### config.mk
export PLATFORM = sky130hd
export DESIGN_NAME = rr_mux_sched
export DESIGN_NICKNAME = d
export VERILOG_FILES = /design/src/rtl/rr_mux_sched.sv
export SDC_FILE = /design/constraint.sdc
export NUM_CORES = 1
export LEC_CHECK = 0
export ABC_AREA = 1
export BUFFER_PORTS_ARGS = -buffer_cell sky130_fd_sc_hd__clkbuf_2
export CORE_AREA = 4 4 49 51
export DETAILED_ROUTE_END_ITERATION = 10
export DIE_AREA = 0 0 53 55
export GPL_TIMING_DRIVEN = 0
export PLACE_DENSITY = 0.63
export REMOVE_ABC_BUFFERS = 1
export SLEW_MARGIN = 30
export SYNTH_ARGS = -nofsm -noshare
export SYNTH_HDL_FRONTEND = slang
export SYNTH_SLANG_ARGS = --single-unit
### constraint.sdc
create_clock -name clk -period 3.4 [get_ports clk]
set_input_delay 0.17 -clock clk [delete_from_list [all_inputs] [get_ports clk]]
set_output_delay 0.17 -clock clk [all_outputs]
set_load 0.005 [all_outputs]
### src/rtl/rr_mux_sched.sv
// rr_mux_sched: round-robin scheduler for a 4:1 x WIDTH mux.
// Drives the mux select, captures the mux output and presents it on a
// registered valid/ready stream together with its channel index.
// Optional feature: define RR_MUX_STATS_EN to add gnt_cnt, four
// saturating 8-bit per-channel grant counters.
module rr_mux_sched #(
  parameter int WIDTH = 4
) (
  input  logic             clk,
  input  logic             rst,
  input  logic [3:0]       in_valid,
  output logic [3:0]       in_ready,
  output logic [1:0]       sel,
  input  logic [WIDTH-1:0] mux_y,
  output logic             out_valid,
  input  logic             out_ready,
  output logic [WIDTH-1:0] out_data,
  output logic [1:0]       out_ch
`ifdef RR_MUX_STATS_EN
  ,
  output logic [31:0]      gnt_cnt
`endif
);

  logic [1:0] ptr;
  logic [1:0] gnt;
  logic       any;
  logic       load;

  assign any  = |in_valid;
  // The output register can take a new word when it is empty or being drained.
  assign load = !out_valid || out_ready;
  // With no requester gnt stays at ptr, so sel == gnt covers both cases.
  assign sel  = gnt;

  // Scan from ptr upward with 2-bit wrap; the nearest requester wins.
  always_comb begin
    // NOTE: every variable gets a default before any conditional write, so no latch is inferred.
    gnt = ptr;
    for (int k = 3; k >= 0; k--) begin
      if (in_valid[ptr + 2'(k)]) gnt = ptr + 2'(k);
    end
  end

  // One-hot accept towards the granted producer when the output can load.
  always_comb begin
    in_ready = '0;
    if (load && any) in_ready[gnt] = 1'b1;
  end

  // Output register and priority pointer; the pointer moves past each grant.
  always_ff @(posedge clk) begin
    // NOTE: sequential state uses non-blocking assignments so all registers update together.
    if (rst) begin
      out_valid <= 1'b0;
      out_data  <= '0;
      out_ch    <= '0;
      ptr       <= '0;
    end else if (load) begin
      if (any) begin
        out_valid <= 1'b1;
        out_data  <= mux_y;
        out_ch    <= gnt;
        ptr       <= gnt + 2'd1;
      end else begin
        out_valid <= 1'b0;
      end
    end
  end

`ifdef RR_MUX_STATS_EN
  logic [7:0] cnt [4];

  // Per-channel grant counters, saturating at 255.
  always_ff @(posedge clk) begin
    // NOTE: this small counter array is explicit state, so it is cleared on reset like any register.
    for (int i = 0; i < 4; i++) begin
      if (rst)                           cnt[i] <= '0;
      else if (in_ready[i] && cnt[i] != 8'hFF) cnt[i] <= cnt[i] + 8'd1;
    end
  end

  assign gnt_cnt = {cnt[3], cnt[2], cnt[1], cnt[0]};
`endif

endmodule

### Word level (Yosys, flattened, before mapping)

Cells that the tools add are included.

* register bits: 9
* output and inout bits: 13

* add/subtract/negate cells: 4
* $lt $le $gt $ge: 6
* muxes and demuxes: 16
* reductions and logical operators: 6

Operator list (number)
* 2-bit by 3-bit less-than comparator with 1-bit output, second input constant: 5
* 1-bit binary-select mux with 2-bit select: 4
* 2-bit two-way mux: 4
* 1-bit two-way mux: 6
* 2-bit by 1-bit adder with 2-bit output, second input constant: 2
* 2-bit adder, second input constant: 2
* 4-bit two-way mux: 1
* 4-bit OR reduction: 1
* 1-bit demux with 2-bit select: 1
* 2-bit by 1-bit greater-or-equal comparator with 1-bit output, second input constant: 1
* 1-bit logical AND: 2
* 2-bit AND reduction: 1
* 1-bit logical NOT: 1
* 1-bit logical OR: 1

### Longest topological paths before layout

Gate-level depths: netlist of the first run.

* word-level depth: 12
* depth in mapped cells: 15

### Least setup slack after synthesis of the first run

Ideal clock, no wire load.

* kind: register -> output
* start: register ptr[0]
* end: output port in_ready[3]
* arrival: 1.174 ns
* required time: 3.230 ns
* setup slack: 2.056 ns
* stages on the path, launching flop included: 14
* buffers on the path: 1
* cells stage by stage: dfxtp_1 > buf_6 > inv_8 > nand2_2 > nand2_1 > nand2_1 > nand2_1 > nand2_2 > nand2_2 > nand2_1 > nand2_2 > nand2_2 > nand2_1 > nor2_1

* word-level cells in the longest chain between the ends: 12

Ends and longest elaborated chain
* from (decl): RTL line 25 `logic [1:0] ptr;`
* from (signal assigned): RTL line 64 `ptr <= gnt + 2'd1;`
* 2-bit adder: RTL line 41 `if (in_valid[ptr + 2'(k)]) gnt = ptr + 2'(k);`
* 1-bit binary-select mux with 2-bit select: RTL line 41
* 1-bit two-way mux (implied by the code): RTL line 41
* 2-bit two-way mux (3 in a row): RTL line 41
* 2-bit two-way mux (*): RTL line 41
* net sel[0]: RTL line 13 `output logic [1:0] sel,`
* 2-bit by 3-bit less-than comparator with 1-bit output (implied by the code) / 2-bit by 1-bit greater-or-equal comparator with 1-bit output (equally long branches): RTL line 48 `if (load && any) in_ready[gnt] = 1'b1;`
* 1-bit logical AND (implied by the code): RTL line 48
* 1-bit two-way mux (implied by the code): RTL line 48
* 1-bit demux with 2-bit select (*): RTL line 48
* 4-bit two-way mux (*): RTL line 48
* to (decl): RTL line 12 `output logic [3:0] in_ready,`

The timed path passes the listed nets; every way through them passes the cells marked *. The select of a mux whose other input is x is not followed.

### Worst setup path in the final report of the first run

* start: register ptr[0]
* end: output port in_ready[0]

* word-level cells in the longest chain between the ends: 12

Ends and longest elaborated chain (RTL line)
* 2-bit adder: 41
* 1-bit binary-select mux with 2-bit select: 41
* 1-bit two-way mux (implied by the code): 41
* 2-bit two-way mux (3 in a row): 41
* 2-bit two-way mux (*): 41
* 2-bit by 3-bit less-than comparator with 1-bit output (implied by the code) / 2-bit by 1-bit greater-or-equal comparator with 1-bit output (equally long branches): 48
* 1-bit logical AND (implied by the code): 48
* 1-bit two-way mux (implied by the code): 48
* 1-bit demux with 2-bit select (*): 48
* 4-bit two-way mux (*): 48

Mark *: on every way between the ends. The rest lies on a longest branch, timed or not. The select of a mux whose other input is x is not followed.

==> impl_metrics.tcl, run 1 <==
set metrics [dict create \
    ys_ff_latch 9 \
    synth.distinct_cells 17 \
    grt_first_pass_wirelength_mm 2.415 \
    grt_max_degree 14 \
    cp_data_arrival_time_ns 1.87 \
    path_class "register to output pin" \
    dieHeight_um 55 \
    fin_crit_sh_pct 60.14 \
    grt_pass1_vias 649 \
    dieArea_mm2 0.002915 \
    rsz0062_at_grt "false" \
    clk-insertion-delay-late_ns 0.25 \
    maxSlewHeadroom_pct 48.77 \
    drtAntennaViolNets 0 \
    cts.path.max_buffers 2 \
    vias 683 \
    syn_inst 107 \
    finalSetupViolCount 0 \
    cts_inserted_buffers 3 \
    place_congestion 0.8149 \
    core_area_mm2 0.001942 \
    ir_drop_mv 0.3265 \
    wl_per_cell_um 8.893 \
    dr.pass1.iters 2 \
    track_usage_pct 10.85 \
    ctsResizeCount 0 \
    worstSetupStartpointType "register" \
    clock-sinks 9 \
    synth.avg_cell_area_um2 5.987 \
    cp-end-kind "output pin" \
    yosys_warnings 0 \
    hold_viol 0 \
    fp-row-count 16 \
    final_max_slew_viol_count 0 \
    vias_per_cell 4.296 \
    postCtsSetupRepairBufs 0 \
    clkTransAtPathRegs_ns 0.06 \
    worst_slew_pin_slew_ns 0.7656 \
    synth.yosys.seq_area_share_pct 28.13 \
    synthesis.area_um2 640.6 \
    power_density_mw_per_mm2 774.2 \
    fmax_mhz 489.0 \
    areaGrowthSynthToFinish_pct 25.00 \
    tritoncts "built" \
    post-route-drc-count 0 \
    status "completed" \
    finClkSkew_ns 0.001030 \
    first_iter_violations 1 \
    cp.required_ns 3.23 \
    hpwl_mm 1.156 \
    cts_htree_levels 1 \
    cts_hold_buffers 0 \
    io_buffers 23 \
    layout_common_cells "nand2_1 (33), clkbuf_2 (23), inv_1 (15), nand2_2 (12), nor2_1 (11)" \
    overflow 0 \
    layout_commonest_cell "nand2_1" \
    drive_gt1_share_pct 35.61 \
    antenna_found_initial 0 \
    routed_wl_mm 1.414 \
    worstHoldPathType "input port to register" \
    fin_crit_ns 2.045 \
    fin_util_pct 41.24 \
    leakagePower_nw 0.5019 \
    cp_max_fo 10 \
    tns_ns 0 \
    n_antenna_cell 0 \
    nets 144 \
    die_w_um 53 \
    max_cap_viol_count 0 \
    initial_core_util_pct 32.99 \
    clock-root-buffer "clkbuf_4" \
    num_io_pins 24 \
]
==> logic make-up (layout without fill, tap and decap cells) <==
family	count (synthesis)	in the layout	synth area share, %
AO/OA/AOI/OAI	8	8	7.029
buffers and inverters	23	48	15.82
flip-flops	9	9	28.12
AND/OR/NAND/NOR	67	67	49.02
==> path summary, 6_finish.rpt <==
check / start / to / slack [ns] / cells after the start
worst max-delay path: ptr[0]$_SDFFE_PP0P_ / in_ready[0] / 1.36 / 11
worst min-delay path: rst / ptr[0]$_SDFFE_PP0P_ / 0.08 / 2
worst max register to register: ptr[0]$_SDFFE_PP0P_ / out_ch[0]$_SDFFE_PP0P_ / 1.74 / 11
worst min register to register: out_data[1]$_SDFFE_PP0P_ / out_data[1]$_SDFFE_PP0P_ / 0.52 / 2
==> critical path: stages, from the launching register on <==
cell and delay (ns):
dfxtp_1 0.62, nand2_1 0.14, nand3_1 0.12, nand2_1 0.06
inv_1 0.06, nand2_2 0.04, nand2_2 0.06, nand2_1 0.06
nand2_2 0.08, nand3_1 0.12, nor2_1 0.14, clkbuf_2 0.12
==> routing by layer <==
layer / part of all wire, % / vias to the layer above / global-route usage [%]
li1: - / 375 / -
met5: 0 / - / 0
met1: 45 / 295 / 13.04
met2: 50 / 13 / 19.63
met4: 0 / 0 / 3.830
met3: 4.0 / 0 / 1.609
==> cell usage after synthesis (all sizes together) <==
library cell | count | area share (%)
a21oi | 1 | 0.78
buf | 1 | 1.8
clkbuf | 1 | 0.59
dfxtp | 9 | 28
inv | 21 | 13
nand2 | 46 | 33
nand3 | 8 | 7.8
nand4 | 1 | 0.98
nor2 | 11 | 6.4
nor4 | 1 | 0.98
o211ai | 2 | 2.3
o21ai | 5 | 3.9
==> per-stage QoR <==
stage | cell area [µm²] | total power, mW | std cells | setup slack, ns | hold WS (ns)
floorplan | 625.6 | 0.4320 | 105 | 1.879 | 0.2391
global placement | 774.5 | 0.5362 | 155 | 1.638 | 0.3413
detailed placement | 774.5 | 0.5480 | 155 | 1.596 | 0.3492
CTS | 800.8 | 0.6348 | 159 | 1.306 | 0.07017
global route | 800.8 | 0.6921 | 159 | 1.126 | 0.08423
finish | 800.8 | 0.6200 | 159 | 1.355 | 0.08036
==> power breakdown <==
part | switching (mW) | internal (mW) | total, mW | leakage [nW]
sequential | 0.0307 | 0.127 | 0.158 | 0.0750
clock | 0.0363 | 0.0452 | 0.0814 | 0.0150
combinational | 0.231 | 0.149 | 0.380 | 0.412
==> state kept, by name, indices dropped and copies added, names as in the netlist <==
register and count:
out_data 4, out_valid 1, ptr 2, out_ch 2
==> final cells by class <==
class	count	area, µm²
fill	229	1141
multi-input combinational	75	359.1
sequential	9	180.2
timing repair buffer	23	115.1
inverter	21	86.33
tap	27	33.78
clock buffer	4	26.28
Power figures use the tool's default switching activity.
==> run 2, diff against run 1 <==
Clock period 3.4 ns to 2.1 ns, I/O delays scaled along.
==> run 2 against run 1 <==
  * Hold slack worse by 0.072 ns
  * Cell area up 0.16%
  * Critical path depth down 5
  * Register-to-register slack got worse by 1.3 ns
  * Worst setup slack got worse by 1.1 ns
  * Clock-buffer cell count stayed put
  * Total power is 62% higher
  * Global-route usage is the same
  * First-iteration DRC count unchanged
  * Sequential share of layout area up 0.12 points
  * Die area unchanged
  * Critical endpoint unchanged
  * Largest power group unchanged
==> impl_metrics.tcl, run 2 (synthesis results as in run 1) <==
set metrics [dict create \
    tns_ns 0 \
    finalSetupViolCount 0 \
    dr.pass1.iters 2 \
    reg2regPathDepth 8 \
    maxSlewHeadroom_pct 48.77 \
    cts.path.max_buffers 2 \
    hpwl_mm 1.156 \
    power_density_mw_per_mm2 1254 \
    vias_per_cell 4.296 \
    fin_crit_sh_pct 88.65 \
    regMostFlops "out_data" \
    ir_drop_mv 0.5287 \
    track_usage_pct 10.85 \
    nets 144 \
    dieArea_mm2 0.002915 \
    setup_ws_ns 0.2384 \
    dp_slack_ns 0.3613 \
    status "completed" \
    clkTransAtPathRegs_ns 0.06 \
    final_max_slew_viol_count 0 \
    rrSetupSlack_ns 0.45 \
    path_class "register to output pin" \
    cts_hold_buffers 0 \
    grt_max_degree 14 \
    drive_gt1_share_pct 36.36 \
    worst_path_dominant_cell_family "simple AND/OR/NAND/NOR gates" \
    dieHeight_um 55 \
    num_io_pins 24 \
    tritoncts "built" \
    cts_inserted_buffers 3 \
    routed_wl_mm 1.414 \
    clock-root-buffer "clkbuf_4" \
    fin_crit_ns 1.862 \
    n_antenna_cell 0 \
    worstHoldStart "rst" \
    max_cap_viol_count 0 \
    die_w_um 53 \
    overflow 0 \
    first_iter_violations 1 \
    hold-worst-slack_ns 0.008056 \
    place_congestion 0.8149 \
    cp_data_arrival_time_ns 1.76 \
    crit_top_cell "nor2_1" \
    largest_reg_flops 4 \
    initial_core_util_pct 32.99 \
    layout_common_cells "nand2_1 (33), clkbuf_2 (23), inv_1 (15), nand2_2 (12), nor2_1 (11)" \
    reg_top3 "out_data x4, out_ch x2, ptr x2" \
    clock-sinks 9 \
    cts_htree_levels 1 \
    io_buffers 23 \
    cp_max_fo 13 \
    min_to "ptr[0]$_SDFFE_PP0P_" \
    min_path_cells 2 \
    wl_per_cell_um 8.893 \
    fp-row-count 16 \
    rsz0062_at_grt "false" \
    fmax_mhz 537.2 \
    timing.rr.end "ptr[1]$_SDFFE_PP0P_" \
    antenna_found_initial 0 \
    vias 683 \
    layout_commonest_cell "nand2_1" \
    cp.required_ns 2.00 \
    worstSetupStartpointType "register" \
    areaGrowthSynthToFinish_pct 25.20 \
    drtAntennaViolNets 0 \
    core_area_mm2 0.001942 \
    grt_pass1_vias 649 \
    regToRegStartpoint "out_valid$_SDFFE_PP0P_" \
    grt_first_pass_wirelength_mm 2.415 \
    post-route-drc-count 0 \
    cp-end-kind "output pin" \
    path_cells "nand2_1 -> inv_1 -> nor2_1 -> nand3_1 -> nor2_1 -> clkbuf_2" \
    leakagePower_nw 0.5022 \
    worstHoldPathType "input port to register" \
    worst_slew_pin_slew_ns 0.7656 \
    hold_viol 0 \
    finClkSkew_ns 0.001030 \
    cpMaxStageDelayCell "nor2_1" \
    critPathBufInv 2 \
    slowest_delay_ns 0.60 \
    clk-insertion-delay-late_ns 0.25 \
]
[run 2: cell count changes in the layout (fill, tap and decap cells not counted)]
cell     previous run  this run
dfxtp_1             9         8
dfxtp_2             0         1
[run 2: routing by layer]
layer / global-route usage [%] / vias up / share of wire, %
met2: 19.63 / 13 / 50
met4: 3.830 / 0 / 0
met3: 1.609 / 0 / 4.0
met5: 0 / - / 0
li1: - / 375 / -
met1: 13.04 / 295 / 45
[run 2: final cells by class]
type,count,area [µm²]
multi-input combinational,75,359.1
clock buffer,4,26.28
fill,228,1140
inverter,21,86.33
sequential,9,181.4
tap,27,33.78
timing repair buffer,23,115.1
[run 2: metrics by stage]
stage	instance area (µm²)	instances	total power, mW	util (%)
after detailed placement	774.5	155	0.8872	39.88
after CTS	800.8	159	1.028	41.24
after global placement	774.5	155	0.8682	39.88
after global routing	802.0	159	1.123	41.30
after floorplan	625.6	105	0.6995	-
final	802.0	159	1.006	41.30
[run 2: repair_timing]
item,CTS,global route
buffers inserted,0,0
endpoints found under the hold margin,0,0
setup endpoints to repair,0,3
resized for setup,0,1
[run 2: worst max path at each step]
stage               cells past startpoint  slack [ns]              startpoint             endpoint
global route                            6        0.05  out_valid$_SDFFE_PP0P_          in_ready[0]
detailed placement                     11        0.36     ptr[0]$_SDFFE_PP0P_          in_ready[0]
CTS                                    11        0.07     ptr[0]$_SDFFE_PP0P_          in_ready[0]
floorplan                              13        0.61     ptr[0]$_SDFFE_PP0P_  ptr[1]$_SDFFE_PP0P_
global placement                       11        0.40     ptr[0]$_SDFFE_PP0P_          in_ready[0]
finish                                  6        0.24  out_valid$_SDFFE_PP0P_          in_ready[0]
[run 2: worst register-to-register path, delay by kind of cell, from the launching register on]
family	cells	cell delay (ns)
buffers and inverters	3	0.33
DFF	1	0.31
and+or+nand+nor	5	0.91
[run 2: where the power goes]
group	switching [mW]	internal (mW)	total, mW
Sequential	0.0496	0.208	0.258
Combinational	0.374	0.242	0.616
Clock	0.0587	0.0731	0.132
==> run 3, diff against run 2 <==
Settings changed: ABC_CLOCK_PERIOD_IN_PS set to 2100, CTS_BUF_LIST set to sky130_fd_sc_hd__clkbuf_16.
==> run 3 against run 2 <==
  * Global-route usage up 0.68 points
  * Die area unchanged
  * Total power up 20%
  * Register-to-register slack better by 0.02 ns
  * Critical path type unchanged
  * Largest power group unchanged
==> impl_metrics.tcl, run 3 (synthesis results as in run 1) <==
set metrics [dict create \
    status "completed" \
    worst_slew_pin_slew_ns 0.7558 \
    drtAntennaViolNets 0 \
    reg_top3 "out_data x4, out_ch x2, ptr x2" \
    routed_wl_mm 1.436 \
    io_buffers 23 \
    nets 144 \
    die_w_um 53 \
    antenna_found_initial 0 \
    worstHoldPathType "input port to register" \
    setup_ws_ns 0.2796 \
    regMostFlops "out_data" \
    path_class "register to output pin" \
    final_cell_area_um2 854.6 \
    dieArea_mm2 0.002915 \
    largest_reg_flops 4 \
    grt_max_degree 14 \
    num_io_pins 24 \
    drive_gt1_share_pct 36.36 \
    grt_first_pass_wirelength_mm 2.504 \
    dp_slack_ns 0.3613 \
    place_area_um2 774.5 \
    critPathBufInv 2 \
    layout_common_cells "nand2_1 (33), clkbuf_2 (23), inv_1 (16), nand2_2 (12), nor2_1 (11)" \
    crit_top_cell "nor2_1" \
    hpwl_mm 1.156 \
    clock-sinks 9 \
    worst_path_dominant_cell_family "simple AND/OR/NAND/NOR gates" \
    fin_crit_sh_pct 86.69 \
    areaGrowthSynthToFinish_pct 33.40 \
    worstSetupStartpointType "register" \
    grt_pass1_vias 661 \
    finalSetupViolCount 0 \
    slowest_delay_ns 0.59 \
    maxSlewHeadroom_pct 49.43 \
    cp_data_arrival_time_ns 1.72 \
    fin_crit_ns 1.820 \
    max_cap_viol_count 0 \
    hold_viol 0 \
    power_density_mw_per_mm2 1409 \
    overflow 0 \
    core_area_mm2 0.001942 \
    dieHeight_um 55 \
    leakagePower_nw 0.5295 \
    cts_inserted_buffers 3 \
    first_iter_violations 1 \
    vias 699 \
    final_cells 159 \
    cp-end-kind "output pin" \
    placed_cells 155 \
    cts_htree_levels 1 \
    fillCellCount 218 \
    n_antenna_cell 0 \
    rsz0062_at_grt "false" \
    fmax_mhz 549.3 \
    fp-row-count 16 \
    clkTransAtPathRegs_ns 0.04 \
    initial_core_util_pct 32.99 \
    place_congestion 0.8149 \
    cp.required_ns 2.00 \
    clock-root-buffer "clkbuf_16" \
    final_max_slew_viol_count 0 \
    post-route-drc-count 0 \
    finClkSkew_ns 0.0005951 \
    cpMaxStageDelayCell "nor2_1" \
    vias_per_cell 4.396 \
    layout_commonest_cell "nand2_1" \
    clk-insertion-delay-late_ns 0.23 \
    cts.path.max_buffers 2 \
    dr.pass1.iters 2 \
    tns_ns 0 \
    cp_max_fo 13 \
    tritoncts "built" \
    path_cells "nand2_1 -> inv_1 -> nor2_1 -> nand3_1 -> nor2_1 -> clkbuf_2" \
    ir_drop_mv 0.8515 \
    track_usage_pct 11.53 \
    fin_util_pct 44.01 \
    wl_per_cell_um 9.031 \
]
## run 3: cell count changes in the layout (fill, tap and decap cells not counted), sizes merged
cell	delta
clkbuf	-1
inv	+1
## run 3: final cells by class
cell class	count	area, µm²	share of cell area, %
clock buffers	3	75.07	8.785
clock inverters	1	3.754	0.4392
inverters	21	86.33	10.10
multi-input cells	75	359.1	42.02
flip-flops and latches	9	181.4	21.23
well taps	27	33.78	3.953
repair buffers	23	115.1	13.47
## run 3: worst paths after layout
| kind | slack (ns) | startpoint | endpoint | depth (start not counted) |
|---|---|---|---|---|
| hold / removal | 0.03 | rst | ptr[0]$_SDFFE_PP0P_ | 2 |
| hold reg to reg | 0.51 | out_ch[1]$_SDFFE_PP0P_ | out_ch[1]$_SDFFE_PP0P_ | 2 |
| setup reg to reg | 0.47 | out_valid$_SDFFE_PP0P_ | ptr[1]$_SDFFE_PP0P_ | 8 |
| setup / recovery | 0.28 | out_valid$_SDFFE_PP0P_ | in_ready[0] | 6 |
## run 3: report_power, final
group	total (mW)	switching (mW)	internal, mW	leakage (nW)
sequential	0.259	0.0499	0.209	0.0752
clock	0.327	0.0782	0.248	0.0423
combinational	0.618	0.376	0.242	0.412
total	1.20	0.505	0.699	0.529
## run 3: timing repair
item / CTS / global route
hold buffers: 0 / 0
resized for setup: 0 / 1
setup buffers: 0 / 0
endpoints found under the setup margin: 0 / 3
## run 3: through the flow
step	total power [mW]	hold WS [ns]
2_1_floorplan	0.6995	0.1741
3_3_place_gp	0.8682	0.2763
3_5_place_dp	0.8872	0.2842
4_1_cts	1.228	0.04040
5_1_grt	1.327	0.04767
6_report	1.204	0.03405
## run 3: metal layers
metal | GRT usage (%) | vias to the layer above | routed length [µm]
met5 | 0 | - | 0
met4 | 6.383 | 0 | 0
met3 | 1.609 | 0 | 52
met2 | 20.25 | 13 | 743
met1 | 13.53 | 309 | 641
li1 | - | 377 | -
